<file path="config.mk">
export PLATFORM = sky130hd
export DESIGN_NAME = velocity_cell_reader
export DESIGN_NICKNAME = d
export VERILOG_FILES = /design/src/rtl/velocity_cell_reader_pkg.sv /design/src/rtl/velocity_read_fifo.sv /design/src/rtl/velocity_cell_reader.sv
export SDC_FILE = /design/constraint.sdc
export NUM_CORES = 1
export LEC_CHECK = 0
export ABC_AREA = 1
export CORE_ASPECT_RATIO = 0.6
export CORE_MARGIN = 2
export CORE_UTILIZATION = 55
export CTS_CLUSTER_DIAMETER = 40
export DETAILED_ROUTE_END_ITERATION = 12
export GPL_TIMING_DRIVEN = 0
export HOLD_SLACK_MARGIN = 0.08
export PLACE_DENSITY = 0.85
export SYNTH_ARGS = -nofsm -noshare
export SYNTH_HDL_FRONTEND = slang
export SYNTH_SLANG_ARGS = --single-unit
</file>
<file path="constraint.sdc">
create_clock -name clk -period 15.3 [get_ports clk]
set_clock_uncertainty 0.2 [all_clocks]
set_input_delay 1.53 -clock clk [delete_from_list [all_inputs] [get_ports clk]]
set_output_delay 1.53 -clock clk [all_outputs]
set_load 0.01 [all_outputs]
</file>
<file path="src/rtl/velocity_cell_reader_pkg.sv">
// Shared definitions for the velocity cell reader: FSM encoding, default RAM
// latency, count-field position and a small pointer-width helper.
package velocity_cell_reader_pkg;

    typedef enum logic [2:0] {
        IDLE     = 3'd0,
        CNT_REQ  = 3'd1,
        CNT_WAIT = 3'd2,
        STREAM   = 3'd3,
        DONE     = 3'd4
    } state_t;

    // Cycles from mem_rden/mem_address to valid mem_q on the velocity RAM.
    localparam int DEFAULT_READ_LATENCY = 2;

    // LSB of the particle-count field inside the address-0 word.
    localparam int COUNT_LSB = 0;

    // Bits needed to index 'depth' entries (at least one bit).
    function automatic int ptr_width(input int depth);
        return (depth > 1) ? $clog2(depth) : 1;
    endfunction

endpackage

</file>
<file path="src/rtl/velocity_read_fifo.sv">
// Small synchronous FIFO that absorbs records returning from the RAM pipeline.
// Pushes into a full FIFO and pops from an empty one are ignored.
module velocity_read_fifo
    import velocity_cell_reader_pkg::*;
#(
    parameter int WIDTH = 104,
    parameter int DEPTH = 3
) (
    input  logic                               clk,
    input  logic                               rst_n,
    input  logic                               push,
    input  logic [WIDTH-1:0]                   push_data,
    input  logic                               pop,
    output logic [WIDTH-1:0]                   head_data,
    output logic [ptr_width(DEPTH+1)-1:0]      occupancy,
    output logic                               empty
);

    localparam int PTR_W = ptr_width(DEPTH);
    localparam int OCC_W = ptr_width(DEPTH + 1);

    logic [WIDTH-1:0] store [DEPTH];
    logic [PTR_W-1:0] wr_ptr;
    logic [PTR_W-1:0] rd_ptr;
    logic             do_push;
    logic             do_pop;

    // Advance a pointer, wrapping at DEPTH (depth need not be a power of two).
    function automatic logic [PTR_W-1:0] bump(input logic [PTR_W-1:0] p);
        return (p == PTR_W'(DEPTH - 1)) ? '0 : p + PTR_W'(1);
    endfunction

    assign do_push   = push && (occupancy != OCC_W'(DEPTH));
    assign do_pop    = pop && (occupancy != '0);
    assign empty     = (occupancy == '0);
    assign head_data = store[rd_ptr];

    // Pointer and occupancy bookkeeping.
    always_ff @(posedge clk or negedge rst_n) begin
        if (!rst_n) begin
            wr_ptr    <= '0;
            rd_ptr    <= '0;
            occupancy <= '0;
        end else begin
            if (do_push) wr_ptr <= bump(wr_ptr);
            if (do_pop)  rd_ptr <= bump(rd_ptr);
            case ({do_push, do_pop})
                2'b10:   occupancy <= occupancy + OCC_W'(1);
                2'b01:   occupancy <= occupancy - OCC_W'(1);
                default: ;
            endcase
        end
    end

    // Storage array; contents are only meaningful behind the occupancy count.
    always_ff @(posedge clk) begin
        if (do_push) store[wr_ptr] <= push_data;
    end

endmodule

</file>
<file path="src/rtl/velocity_cell_reader.sv">
// Streams one cell's velocity records out of the single-port velocity RAM:
// reads the count word at address 0, then addresses 1..count, and presents
// each {vz, vy, vx} record on a valid/ready stream through a credit-limited FIFO.
module velocity_cell_reader
    import velocity_cell_reader_pkg::*;
#(
    parameter int DATA_WIDTH   = 96,
    parameter int PARTICLE_NUM = 220,
    parameter int ADDR_WIDTH   = 8,
    parameter int READ_LATENCY = DEFAULT_READ_LATENCY
) (
    input  logic                  clk,
    input  logic                  rst_n,
    input  logic                  start,
    output logic                  busy,
    output logic                  done,
    output logic [ADDR_WIDTH-1:0] count,
    output logic                  count_clamped,
    output logic [ADDR_WIDTH-1:0] mem_address,
    output logic                  mem_rden,
    output logic                  mem_wren,
    output logic [DATA_WIDTH-1:0] mem_data,
    input  logic [DATA_WIDTH-1:0] mem_q,
    output logic                  out_valid,
    input  logic                  out_ready,
    output logic [DATA_WIDTH-1:0] out_data,
    output logic [ADDR_WIDTH-1:0] out_index,
    output logic                  out_last
);

    localparam int FIFO_DEPTH = READ_LATENCY + 1;
    localparam int ENTRY_W    = DATA_WIDTH + ADDR_WIDTH;
    localparam int OCC_W      = ptr_width(FIFO_DEPTH + 1);
    localparam int WAIT_W     = ptr_width(READ_LATENCY);
    localparam logic [ADDR_WIDTH-1:0] MAX_COUNT = ADDR_WIDTH'(PARTICLE_NUM - 1);
    localparam logic [ADDR_WIDTH:0]   ADDR_ONE  = 1;

    state_t                 state;
    state_t                 state_next;
    logic [WAIT_W-1:0]      wait_cnt;
    logic [ADDR_WIDTH:0]    next_addr;
    logic [ADDR_WIDTH-1:0]  raw_count;
    logic                   capture;
    logic                   issue;
    logic                   last_hs;
    int                     in_flight;
    int                     fill;

    logic [READ_LATENCY-1:0] tag_vld_p;
    logic [ADDR_WIDTH-1:0]   tag_idx_p [READ_LATENCY];

    logic                   fifo_push;
    logic                   fifo_pop;
    logic [ENTRY_W-1:0]     fifo_head;
    logic [OCC_W-1:0]       fifo_occ;
    logic                   fifo_empty;

    // Saturate the raw count to the last valid RAM address.
    function automatic logic [ADDR_WIDTH-1:0] clamp_count(input logic [ADDR_WIDTH-1:0] raw);
        return (raw > MAX_COUNT) ? MAX_COUNT : raw;
    endfunction

    assign raw_count = mem_q[COUNT_LSB +: ADDR_WIDTH];
    assign mem_wren  = 1'b0;
    assign mem_data  = '0;
    assign busy      = (state != IDLE);
    assign done      = (state == DONE);

    // FSM state register.
    always_ff @(posedge clk or negedge rst_n) begin
        if (!rst_n) state <= IDLE;
        else        state <= state_next;
    end

    // Reads still travelling through the RAM pipeline.
    always_comb begin
        in_flight = 0;
        for (int i = 0; i < READ_LATENCY; i++) begin
            if (tag_vld_p[i]) in_flight = in_flight + 1;
        end
    end

    // Next state, RAM port and credit-based issue decision.
    always_comb begin
        state_next  = state;
        mem_rden    = 1'b0;
        mem_address = '0;
        issue       = 1'b0;
        capture     = 1'b0;
        // A pop this cycle frees a slot, so it counts as a credit right away.
        fill        = int'(fifo_occ) + in_flight - (fifo_pop ? 1 : 0);
        case (state)
            IDLE: begin
                if (start) state_next = CNT_REQ;
            end
            CNT_REQ: begin
                mem_rden   = 1'b1;
                state_next = CNT_WAIT;
            end
            CNT_WAIT: begin
                if (wait_cnt == WAIT_W'(READ_LATENCY - 1)) begin
                    capture    = 1'b1;
                    state_next = (raw_count == '0) ? DONE : STREAM;
                end
            end
            STREAM: begin
                issue       = (next_addr <= {1'b0, count}) && (fill < FIFO_DEPTH);
                mem_rden    = issue;
                mem_address = next_addr[ADDR_WIDTH-1:0];
                if (last_hs) state_next = DONE;
            end
            DONE: begin
                state_next = IDLE;
            end
            default: state_next = IDLE;
        endcase
    end

    // Count capture, clamp flag, latency wait counter and read address.
    always_ff @(posedge clk or negedge rst_n) begin
        if (!rst_n) begin
            count         <= '0;
            count_clamped <= 1'b0;
            wait_cnt      <= '0;
            next_addr     <= '0;
        end else begin
            if (state == IDLE && start) count_clamped <= 1'b0;
            if (state == CNT_REQ)       wait_cnt <= '0;
            else if (state == CNT_WAIT) wait_cnt <= wait_cnt + WAIT_W'(1);
            if (capture) begin
                count         <= clamp_count(raw_count);
                count_clamped <= (raw_count > MAX_COUNT);
                next_addr     <= ADDR_ONE;
            end else if (issue) begin
                next_addr <= next_addr + ADDR_ONE;
            end
        end
    end

    // ---- p0..pN: read-tag valid pipeline, cleared on reset so stale RAM data is dropped ----
    always_ff @(posedge clk or negedge rst_n) begin
        if (!rst_n) begin
            tag_vld_p <= '0;
        end else begin
            tag_vld_p[0] <= issue;
            for (int i = 1; i < READ_LATENCY; i++) tag_vld_p[i] <= tag_vld_p[i-1];
        end
    end

    // Index tags ride alongside the valid pipeline.
    always_ff @(posedge clk) begin
        tag_idx_p[0] <= next_addr[ADDR_WIDTH-1:0];
        for (int i = 1; i < READ_LATENCY; i++) tag_idx_p[i] <= tag_idx_p[i-1];
    end

    // ---- RAM return: tagged data enters the FIFO ----
    assign fifo_push = tag_vld_p[READ_LATENCY-1];
    assign fifo_pop  = out_valid && out_ready;

    velocity_read_fifo #(
        .WIDTH (ENTRY_W),
        .DEPTH (FIFO_DEPTH)
    ) u_fifo (
        .clk       (clk),
        .rst_n     (rst_n),
        .push      (fifo_push),
        .push_data ({mem_q, tag_idx_p[READ_LATENCY-1]}),
        .pop       (fifo_pop),
        .head_data (fifo_head),
        .occupancy (fifo_occ),
        .empty     (fifo_empty)
    );

    // ---- Output stream: FIFO head, forced to zero while empty ----
    assign out_valid = !fifo_empty;
    assign out_data  = out_valid ? fifo_head[ENTRY_W-1:ADDR_WIDTH] : '0;
    assign out_index = out_valid ? fifo_head[ADDR_WIDTH-1:0] : '0;
    assign out_last  = out_valid && (fifo_head[ADDR_WIDTH-1:0] == count);
    assign last_hs   = fifo_pop && out_last;

endmodule

</file>
Yosys cells after proc, flatten, opt, wreduce, memory -nomap -nowiden. Memories as Yosys holds them, arrays and structs flattened. Index checks and enable logic that the tools add are counted.

Bits in registers: 30. Latch bits: 0. Memory bits (writable): 328. Memory bits (read-only): 0. Input bits: 100. Output and inout port bits: 223. Word-level logic and storage cells: 81. Memories: 2.

Memories: u_fifo.store (words 3, bits a word 104, read ports 1, clocked after Yosys merged registers in 0, wr ports 1, RTL line velocity_read_fifo.sv:22) `logic [WIDTH-1:0] store [DEPTH];`; tag_idx_p (words 2, bits a word 8, read ports 2, clocked after Yosys merged registers in 0, wr ports 2, RTL line velocity_cell_reader.sv:50) `logic [ADDR_WIDTH-1:0] tag_idx_p [READ_LATENCY];`.

Add/subtract/negate cells: 9. Multiply operators: 0. Div/mod/pow operators: 0. Order comparisons: 3. Eq/ne operators: 13. Shift-type cells: 0. Mux-type cells: 27. Bitwise operators: 0. Reductions and logical operators: 18.

Operators by type and width (number): $mux 96 (1); $add 3x32->32 (1); $lt 32x3->1 const B (1); $sub 32x2->32 (1); $mux 8 (3); $mux 9 (2); $mux 3 (4); $pmux 3 s4 (1); $mux 1 (11); $reduce_bool 2->1 (5); $add 9x1->9 const B (1); $le 9x8->1 (1); $eq 8x8->1 (1); $gt 8x8->1 const B (1); $logic_not 8->1 (1); $ne 2x2->1 const B (4); $logic_and 1x1->1 (7); $add 2x1->2 const B (3); $eq 2x2->1 const B (3); $eq 3x2->1 const B (2); $mux 2 (3); $pmux 2 s2 (1); $eq 3x1->1 const B (1); $eq 3x3->1 const B (1); 10 further kinds (10).

Depth between registers and ports, before layout. Gate-level depths: netlist (run 1).

Depth after elaboration: 10. Depth in mapped cells: 18. Depth with buffers taken out: 17.

Modules after synthesis. Synthesis (run 1) repeated with hierarchy kept, for this count alone.

Cells, all modules: 1382. Area total of the unflattened synthesis: 15242.1 um^2.

Modules (own cells, without submodules): velocity_read_fifo (times used 1, cells an instance 804, area an instance 11557.3 um^2, sequential area each 9519.1 um^2); velocity_cell_reader (times used 1, cells an instance 578, area an instance 3684.8 um^2, sequential area each 920.9 um^2).

Least setup slack after synthesis (run 1). OpenSTA, ideal clock, no wires.

Path kind: register to register. Start: register u_fifo.occupancy[0]. End: memory u_fifo.store[0][0] (enable). Library setup time: 0.567 ns. Arrival: 5.294 ns. Data required time: 14.533 ns. Setup slack: 9.239 ns. Stages on the path, launching flop included: 5. Path buffers: 0. Period minus slack after synthesis: 6.061 ns. Cell sequence: dfrtp_1 > inv_1 > o21ai_0 > or2_2 > nor2_1.

Longest elaborated chain between the ends: 4.

RTL lines: from (decl) (RTL line velocity_read_fifo.sv:15) `output logic [ptr_width(DEPTH+1)-1:0] occupancy,`; from (signal assigned) (RTL line velocity_read_fifo.sv:48) `2'b10: occupancy <= occupancy + OCC_W'(1);`; from (signal assigned) (RTL line velocity_read_fifo.sv:49) `2'b01: occupancy <= occupancy - OCC_W'(1);`; $ne 2x2->1 (RTL line velocity_read_fifo.sv:33) `assign do_push = push && (occupancy != OCC_W'(DEPTH));`; $logic_and 1x1->1 (RTL line velocity_read_fifo.sv:33); $mux 1 (RTL line velocity_read_fifo.sv:57) `if (do_push) store[wr_ptr] <= push_data;`; $mux 1 (implied by the code) (RTL line velocity_read_fifo.sv:57); to (decl) (RTL line velocity_read_fifo.sv:22).

Every way passes these cells.

Worst setup path in the final report (run 1).
Start: input out_ready. End: output mem_rden.

Longest elaborated chain between the ends: 6.

RTL lines: from (decl) (RTL line velocity_cell_reader.sv:25) `input logic out_ready,`; $logic_and 1x1->1 (RTL line velocity_cell_reader.sv:158) `assign fifo_pop = out_valid && out_ready;`; $mux 1 (RTL line velocity_cell_reader.sv:91) `fill = int'(fifo_occ) + in_flight - (fifo_pop ? 1 : 0);`; $sub 32x2->32 (RTL line velocity_cell_reader.sv:91); $lt 32x3->1 (RTL line velocity_cell_reader.sv:107) `issue = (next_addr <= {1'b0, count}) && (fill < FIFO_DEPTH);`; $logic_and 1x1->1 (RTL line velocity_cell_reader.sv:107); $pmux 1 s2 (RTL line velocity_cell_reader.sv:92) `case (state)`; to (decl) (RTL line velocity_cell_reader.sv:20) `output logic mem_rden,`.

Every way passes these cells.

==> results of run 1 <==
cells by family (layout without fill, tap and decap cells):
group / Yosys count / after routing / share of synthesized area
flip-flops: 358 / 358 / 0.6881
adder cells (fa/ha/maj): 17 / 17 / 0.01451
XOR/XNOR: 9 / 9 / 0.005691
other: 1 / 98 / 0.0002472
buffers and inverters: 300 / 599 / 0.1010
AND/OR/NAND/NOR: 653 / 653 / 0.1782
AO/OA/AOI/OAI: 34 / 34 / 0.01220
worst reg2reg max path, cell delays in order, from the launching register on:
cell and delay [ns]:
dfrtp_1 0.42, nor2_1 0.08, inv_2 0.19, nand2_1 0.08
inv_1 0.23, ha_1 0.29, inv_1 0.06, ha_1 0.16
inv_1 0.05, fa_1 0.36, ha_1 0.28, nand3b_1 0.10
a211oi_2 0.19, nand2_1 0.19, nand2_2 0.14, buf_6 0.14
nand2_1 0.06, o21ai_1 0.08
sequential cells by signal (all words and copies together) (netlist names):
signal,flops
count,8
u_fifo.store,312
u_fifo.occupancy,2
next_addr,9
state,3
u_fifo.rd_ptr,2
u_fifo.wr_ptr,2
tag_idx_p,16
tag_vld_p,2
wait_cnt,1
count_clamped,1
stage by stage:
step | instances | util
6_report | 2135 | 0.7179
5_1_grt | 2134 | 0.7178
4_1_cts | 2134 | 0.7178
3_5_place_dp | 2070 | 0.6757
3_3_place_gp | 2060 | 0.6672
2_1_floorplan | 1468 | -
worst max path at each step:
stage	start	end	slack (ns)	cells after the start
finish	out_ready	mem_rden	8.91	14
global route	out_ready	mem_rden	8.70	14
CTS	out_ready	mem_rden	8.92	14
detailed placement	out_ready	mem_rden	8.94	14
global placement	u_fifo.occupancy[0]	u_fifo.store[0][43]	6.25	4
floorplan	u_fifo.occupancy[0]	u_fifo.store[0][0]	9.24	4
power groups by stage:
stage	clock network [mW]	registers, mW	logic [mW]
5_1_grt	0.908	1.22	1.60
2_1_floorplan	0	1.23	0.757
4_1_cts	0.871	1.21	1.46
3_5_place_dp	0	1.23	1.44
3_3_place_gp	0	1.25	1.40
6_report	0.858	1.22	1.46
final cells by class:
type	instances	area, um2	share of cell area
Multi-Input combinational cell	810	3582	0.1825
Buffer	145	950.9	0.04844
Antenna cell	1	2.502	0.0001275
Inverter	155	581.8	0.02964
Timing Repair Buffer	235	2462	0.1254
Sequential cell	358	10440	0.5318
Clock inverter	23	200.2	0.01020
Clock buffer	41	950.9	0.04844
Tap cell	367	459.2	0.02339
layout by cell type, fill, tap and decap left out, types with 7 or more instances in the layout:
master / count
dfrtp_1: 30
clkdlybuf4s50_1: 224
nor3_1: 7
edfxtp_1: 312
o21ai_1: 9
dfxtp_1: 16
conb_1: 97
buf_1: 7
buf_12: 8
inv_1: 149
clkbuf_1: 27
xor2_1: 7
nand4_1: 7
buf_2: 14
buf_4: 98
nor2_1: 33
ha_1: 16
clkinv_2: 8
o21ai_0: 17
clkbuf_16: 37
nand3_1: 120
nand2_1: 466
layer usage:
metal,share of wire,vias to the layer above,track usage
met3,0.091,75,0.05908
met4,0.027,4,0.08163
met5,0.00068,-,0
met1,0.41,5059,0.3519
li1,-,5039,-
met2,0.47,518,0.4031
==> run_results.csv, run 1 <==
group,metric,value,unit
placement,dpl_cell_area,0.01848,mm2
clock_network,cts.path.max_buffers,3,
synthesis,synth_warnings,0,
placement,dp_slack,8.935,ns
clock_network,postCtsSetupRepairBufs,0,
setup_path,path_cells,"clkdlybuf4s50_1 -> nand2_1 -> inv_1 -> ha_1 -> inv_1 -> ha_1 -> inv_1 -> fa_1 -> ha_1 -> nand3b_1 -> a211oi_2 -> nand2_1 -> nand2_1 -> clkdlybuf4s50_1",
synthesis,yosysSeqAreaShare,0.6881,
global_routing,grt_max_degree,33,
timing,hold_ws,0.1308,ns
pwr,power_frac_seq,0.344,
detailed_routing,route.detailed.drc,0,
synthesis,synth_area,0.01517,mm2
timing,rsz0062_at_grt,"no",
clock_network,ctsHoldBuffers,0,
timing,hold_violations,0,
setup_path,required,13.57,ns
placement,portBuffers,225,
detailed_routing,first_pass_iters,5,
min_path,hold_class,"flop to flop",
synthesis,synth_enable_flop_cells,312,
synthesis,synth_area_leaders,"edfxtp_1, nand2_1, dfrtp_1",
detailed_routing,drt_iter0_drc,1068,
global_routing,grt_first_pass_wirelength,55910,um
cells_and_area,fin_area,0.01963,mm2
synthesis,synth_top_flop_cell,"edfxtp_1",
cells_and_area,area_delta_synth_final,29.38,%
synthesis,ys_types,37,
cells_and_area,nNetsFinal,1858,
setup_path,critPathBufInv,5,
timing,layout_min_cycle_time,6.385,ns
timing,relSlewSlack,0.4281,
floorplanning,initial_core_util,0.5548,
clock_network,clk_latency,0.53,ns
detailed_routing,viasPerCell,5.009,
clock_network,root_buffer,"clkbuf_16",
synthesis,synth.largest_area_cell,"edfxtp_1",
setup_path,r2r_cells,17,
placement,gp_congestion,0.8700,
synthesis,syn_inst,1372,
pwr,clkPwrFrac,0.243,
floorplanning,die_w,218.4,um
timing,finalSetupViolCount,0,
timing,slew_viol_final,0,
setup_path,start_kind,"primary input",
pwr,leakage,8.403,nW
setup_path,crit_family,"buffers and inverters",
setup_path,critPathCaptureType,"output port",
setup_path,max_stage_delay,0.54,ns
cells_and_area,drive_gt1_frac,0.1166,
pwr,power_density,179.9,mW/mm2
floorplanning,pin_count,323,
min_path,min_to,"tag_idx_p[0][11]",
outcome,status,"finished clean",
detailed_routing,wl_per_cell,17.29,um
detailed_routing,routed_wl,36920,um
synthesis,yosys-top-cells-count,"nand2_1, edfxtp_1, inv_1, nand3_1, buf_4",
setup_path,rr_startpoint,"u_fifo.occupancy[0]",
timing,setup_slack,8.915,ns
floorplanning,die_h,132.7,um
placement,hpwl,25310,um
global_routing,track_usage,0.2546,
cells_and_area,fillers,1807,
timing,fin_tns_setup,0,ns
pwr,p_sw,1.259,mW
synthesis,ys_ff_latch,358,
min_path,worstHoldStart,"tag_idx_p[0][3]",
setup_path,reg2reg_to,"next_addr[6]",
pwr,ir_drop,0.0001246,V
timing,max_freq,156.6,MHz
synthesis,syn_area_per_cell,11.06,um2
min_path,hold_path_depth,0,
pwr,p_total,3.531,mW
setup_path,cpMaxStageDelayCell,"clkdlybuf4s50_1",
floorplanning,rows,47,
synthesis,post-synth-top-count-cell,"nand2_1",
setup_path,worstPathMaxFanout,7,
clock_network,clkSinkCount,358,
timing,post-route-period-util,0.4173,
clock_network,cts_tree,"built",
clock_network,cts_made_buffers,36,
timing,worst_pin_slew,0.8558,ns
detailed_routing,vias,10700,
clock_network,htreeDepth,2,
floorplanning,fp.dieArea,0.02897,mm2
job,maxCapViolCount,0,
clock_network,cts-resized-gates,0,
setup_path,worst-r2r-setup-slack,11.97,ns
floorplanning,core,0.02735,mm2
setup_path,cp.arrival,4.66,ns
global_routing,grt_pass1_vias,10150,
global_routing,grt_overflow,0,
pwr,cellInternalPower,2.273,mW
synthesis,synthArstFlopShare,0.08380,
synthesis,netlist.area_leader.share,0.6175,
detailed_routing,ant_nets,0,
clock_network,clk_pin_slew,0.07,ns
pwr,power_frac_comb,0.413,
setup_path,crit_type,"primary input to output port",
pwr,switching_share,0.3564,
global_routing,antenna_found_initial,3,
Power figures use the tool's default switching activity.
==> inputs of run 2 (changes only) <==
--- a/config.mk
+++ b/config.mk
@@ -8,12 +8,12 @@
 export ABC_AREA = 1
 export CORE_ASPECT_RATIO = 0.6
 export CORE_MARGIN = 2
-export CORE_UTILIZATION = 55
+export CORE_UTILIZATION = 51
 export CTS_CLUSTER_DIAMETER = 40
 export DETAILED_ROUTE_END_ITERATION = 12
 export GPL_TIMING_DRIVEN = 0
 export HOLD_SLACK_MARGIN = 0.08
-export PLACE_DENSITY = 0.85
+export PLACE_DENSITY = 0.8
 export SYNTH_ARGS = -nofsm -noshare
 export SYNTH_HDL_FRONTEND = slang
 export SYNTH_SLANG_ARGS = --single-unit
==> constraint.sdc (replaced) <==
create_clock -name clk -period 5.96 [get_ports clk]
set_clock_uncertainty 0.2 [all_clocks]
set_input_delay 0.596 -clock clk [delete_from_list [all_inputs] [get_ports clk]]
set_output_delay 0.596 -clock clk [all_outputs]
set_load 0.01 [all_outputs]
==> run_results.csv, run 2 (synthesis gave the netlist of run 1 again) <==
group,metric,value,unit
outcome,status,"finished clean",
floorplanning,die_w,226.7,um
placement,portBuffers,225,
cells_and_area,area_delta_synth_final,29.80,%
setup_path,cp.arrival,3.84,ns
min_path,hold_class,"flop to flop",
clock_network,clk_pin_slew,0.06,ns
clock_network,htreeDepth,2,
pwr,p_total,9.055,mW
timing,hold_violations,0,
global_routing,grt_max_degree,31,
placement,gp_congestion,0.8347,
global_routing,use_met2,0.3782,
cells_and_area,top_regs,"u_fifo.store x312, tag_idx_p x16, next_addr x9",
floorplanning,initial_core_util,0.5230,
timing,max_freq,215.8,MHz
cells_and_area,nNetsFinal,1860,
clock_network,clkSinkCount,358,
global_routing,grt_first_pass_wirelength,54440,um
setup_path,required,5.16,ns
setup_path,worstPathMaxFanout,8,
clock_network,cts_tree,"built",
timing,hold_ws,0.1313,ns
cells_and_area,final_common_cell,"nand2_1",
global_routing,use_met1,0.3210,
pwr,leakage,8.403,nW
global_routing,grt_util_met3,0.04500,
floorplanning,pin_count,323,
setup_path,critPathCaptureType,"output port",
detailed_routing,first_pass_iters,5,
floorplanning,fp.dieArea,0.03119,mm2
timing,finalSetupViolCount,0,
global_routing,grt_busiest_layer,"met2",
cells_and_area,mostFrequentLayoutCells,"nand2_1, edfxtp_1, clkdlybuf4s50_1, inv_1, nand3_1",
clock_network,cts.path.max_buffers,3,
cells_and_area,top_register,"u_fifo.store",
timing,slew_viol_final,0,
placement,dpl.cell_count,2103,
setup_path,start_kind,"flop",
detailed_routing,ant_nets,0,
pwr,ir_drop,0.0002341,V
detailed_routing,viasPerCell,4.837,
cells_and_area,final_core_util,0.6789,
clock_network,cts_made_buffers,37,
global_routing,grt_overflow,0,
global_routing,track_usage,0.2323,
cells_and_area,drive_gt1_frac,0.1163,
detailed_routing,wl_per_cell,17.02,um
placement,hpwl,25980,um
job,maxCapViolCount,0,
cells_and_area,largest_reg_flops,312,
clock_network,root_buffer,"clkbuf_16",
timing,layout_min_cycle_time,4.634,ns
timing,worst_pin_slew,0.8540,ns
clock_network,clk_latency,0.53,ns
timing,post-route-period-util,0.7775,
global_routing,antenna_found_initial,2,
global_routing,grt_pass1_vias,9898,
timing,rsz0062_at_grt,"no",
detailed_routing,routed_wl,37040,um
cells_and_area,fillers,2140,
timing,relSlewSlack,0.4293,
setup_path,crit_type,"flop to output port",
floorplanning,core,0.02901,mm2
cells_and_area,final_cells,2176,
pwr,power_density,459.8,mW/mm2
detailed_routing,drt_iter0_drc,781,
floorplanning,die_h,137.6,um
detailed_routing,route.detailed.drc,0,
floorplanning,rows,48,
detailed_routing,vias,10530,
[run 2: changes by cell type in the layout (fill, tap and decap cells not counted)]
cell / change
clkbuf_1: +1
inv_8: -1
clkbuf_16: +2
bufinv_16: -2
clkinv_4: -4
diode_2: +3
clkinvlp_4: +2
clkbuf_8: +1
clkinv_1: +3
dlygate4sd3_1: +1
inv_6: +2
[run 2: layout make-up]
class	count	area, um2	share of cell area
clock inverters	23	137.6	0.006989
diodes	4	10.01	0.0005083
plain buffers	145	950.9	0.04828
inverters	155	581.8	0.02954
flip-flops and latches	358	10440	0.5301
repair buffers	236	2472	0.1255
multi-input cells	810	3582	0.1819
well taps	400	500.5	0.02541
clock buffers	45	1018	0.05172
[run 2: routing by layer]
metal | wire (um) | vias up
met2 | 17620 | 394
met1 | 16010 | 5018
met3 | 2564 | 64
met4 | 838 | 0
met5 | 0 | -
li1 | - | 5050
[run 2: critical path: stages (launching register included)]
cell and delay (ns):
dfrtp_1 0.42, nor2_1 0.08, inv_2 0.19, nand2_1 0.07
inv_1 0.24, ha_1 0.29, inv_1 0.06, ha_1 0.17
inv_1 0.06, fa_1 0.36, ha_1 0.28, nand3b_1 0.09
a211oi_2 0.18, nand2_1 0.19, nand2_1 0.11, clkdlybuf4s50_1 0.53
[run 2: final timing paths]
kind                                startpoint             endpoint  slack, ns  cells after the start
max                        u_fifo.occupancy[0]             mem_rden       1.33                     15
min                            tag_idx_p[0][0]      tag_idx_p[0][8]       0.13                      0
max reg2reg                u_fifo.occupancy[0]         next_addr[3]       2.59                     16
min reg2reg                    tag_idx_p[0][0]      tag_idx_p[0][8]       0.13                      0
max in group asynchronous                rst_n     u_fifo.rd_ptr[1]       4.58                      2
min in group asynchronous                rst_n  u_fifo.occupancy[1]       0.47                      2
[run 2: power by group]
group / switching [mW] / internal [mW]
combinational: 2.15 / 1.60
clock: 0.952 / 1.23
sequential: 0.134 / 2.99
[run 2: through the flow]
stage                     worst slack, ns  cell area (um2)  TNS [ns]
final                               1.326            19690         0
after global routing                1.090            19690         0
after CTS                           1.336            19680         0
after detailed placement            1.447            18520         0
after global placement             -3.079            18290   -367.75
after floorplan                    0.1794            15540         0
[run 2: what timing repair did]
action	4_1_cts	5_1_grt
hold endpoints to repair	30	0
setup buffers	0	0
gates resized for setup	0	0
hold buffers	1	0
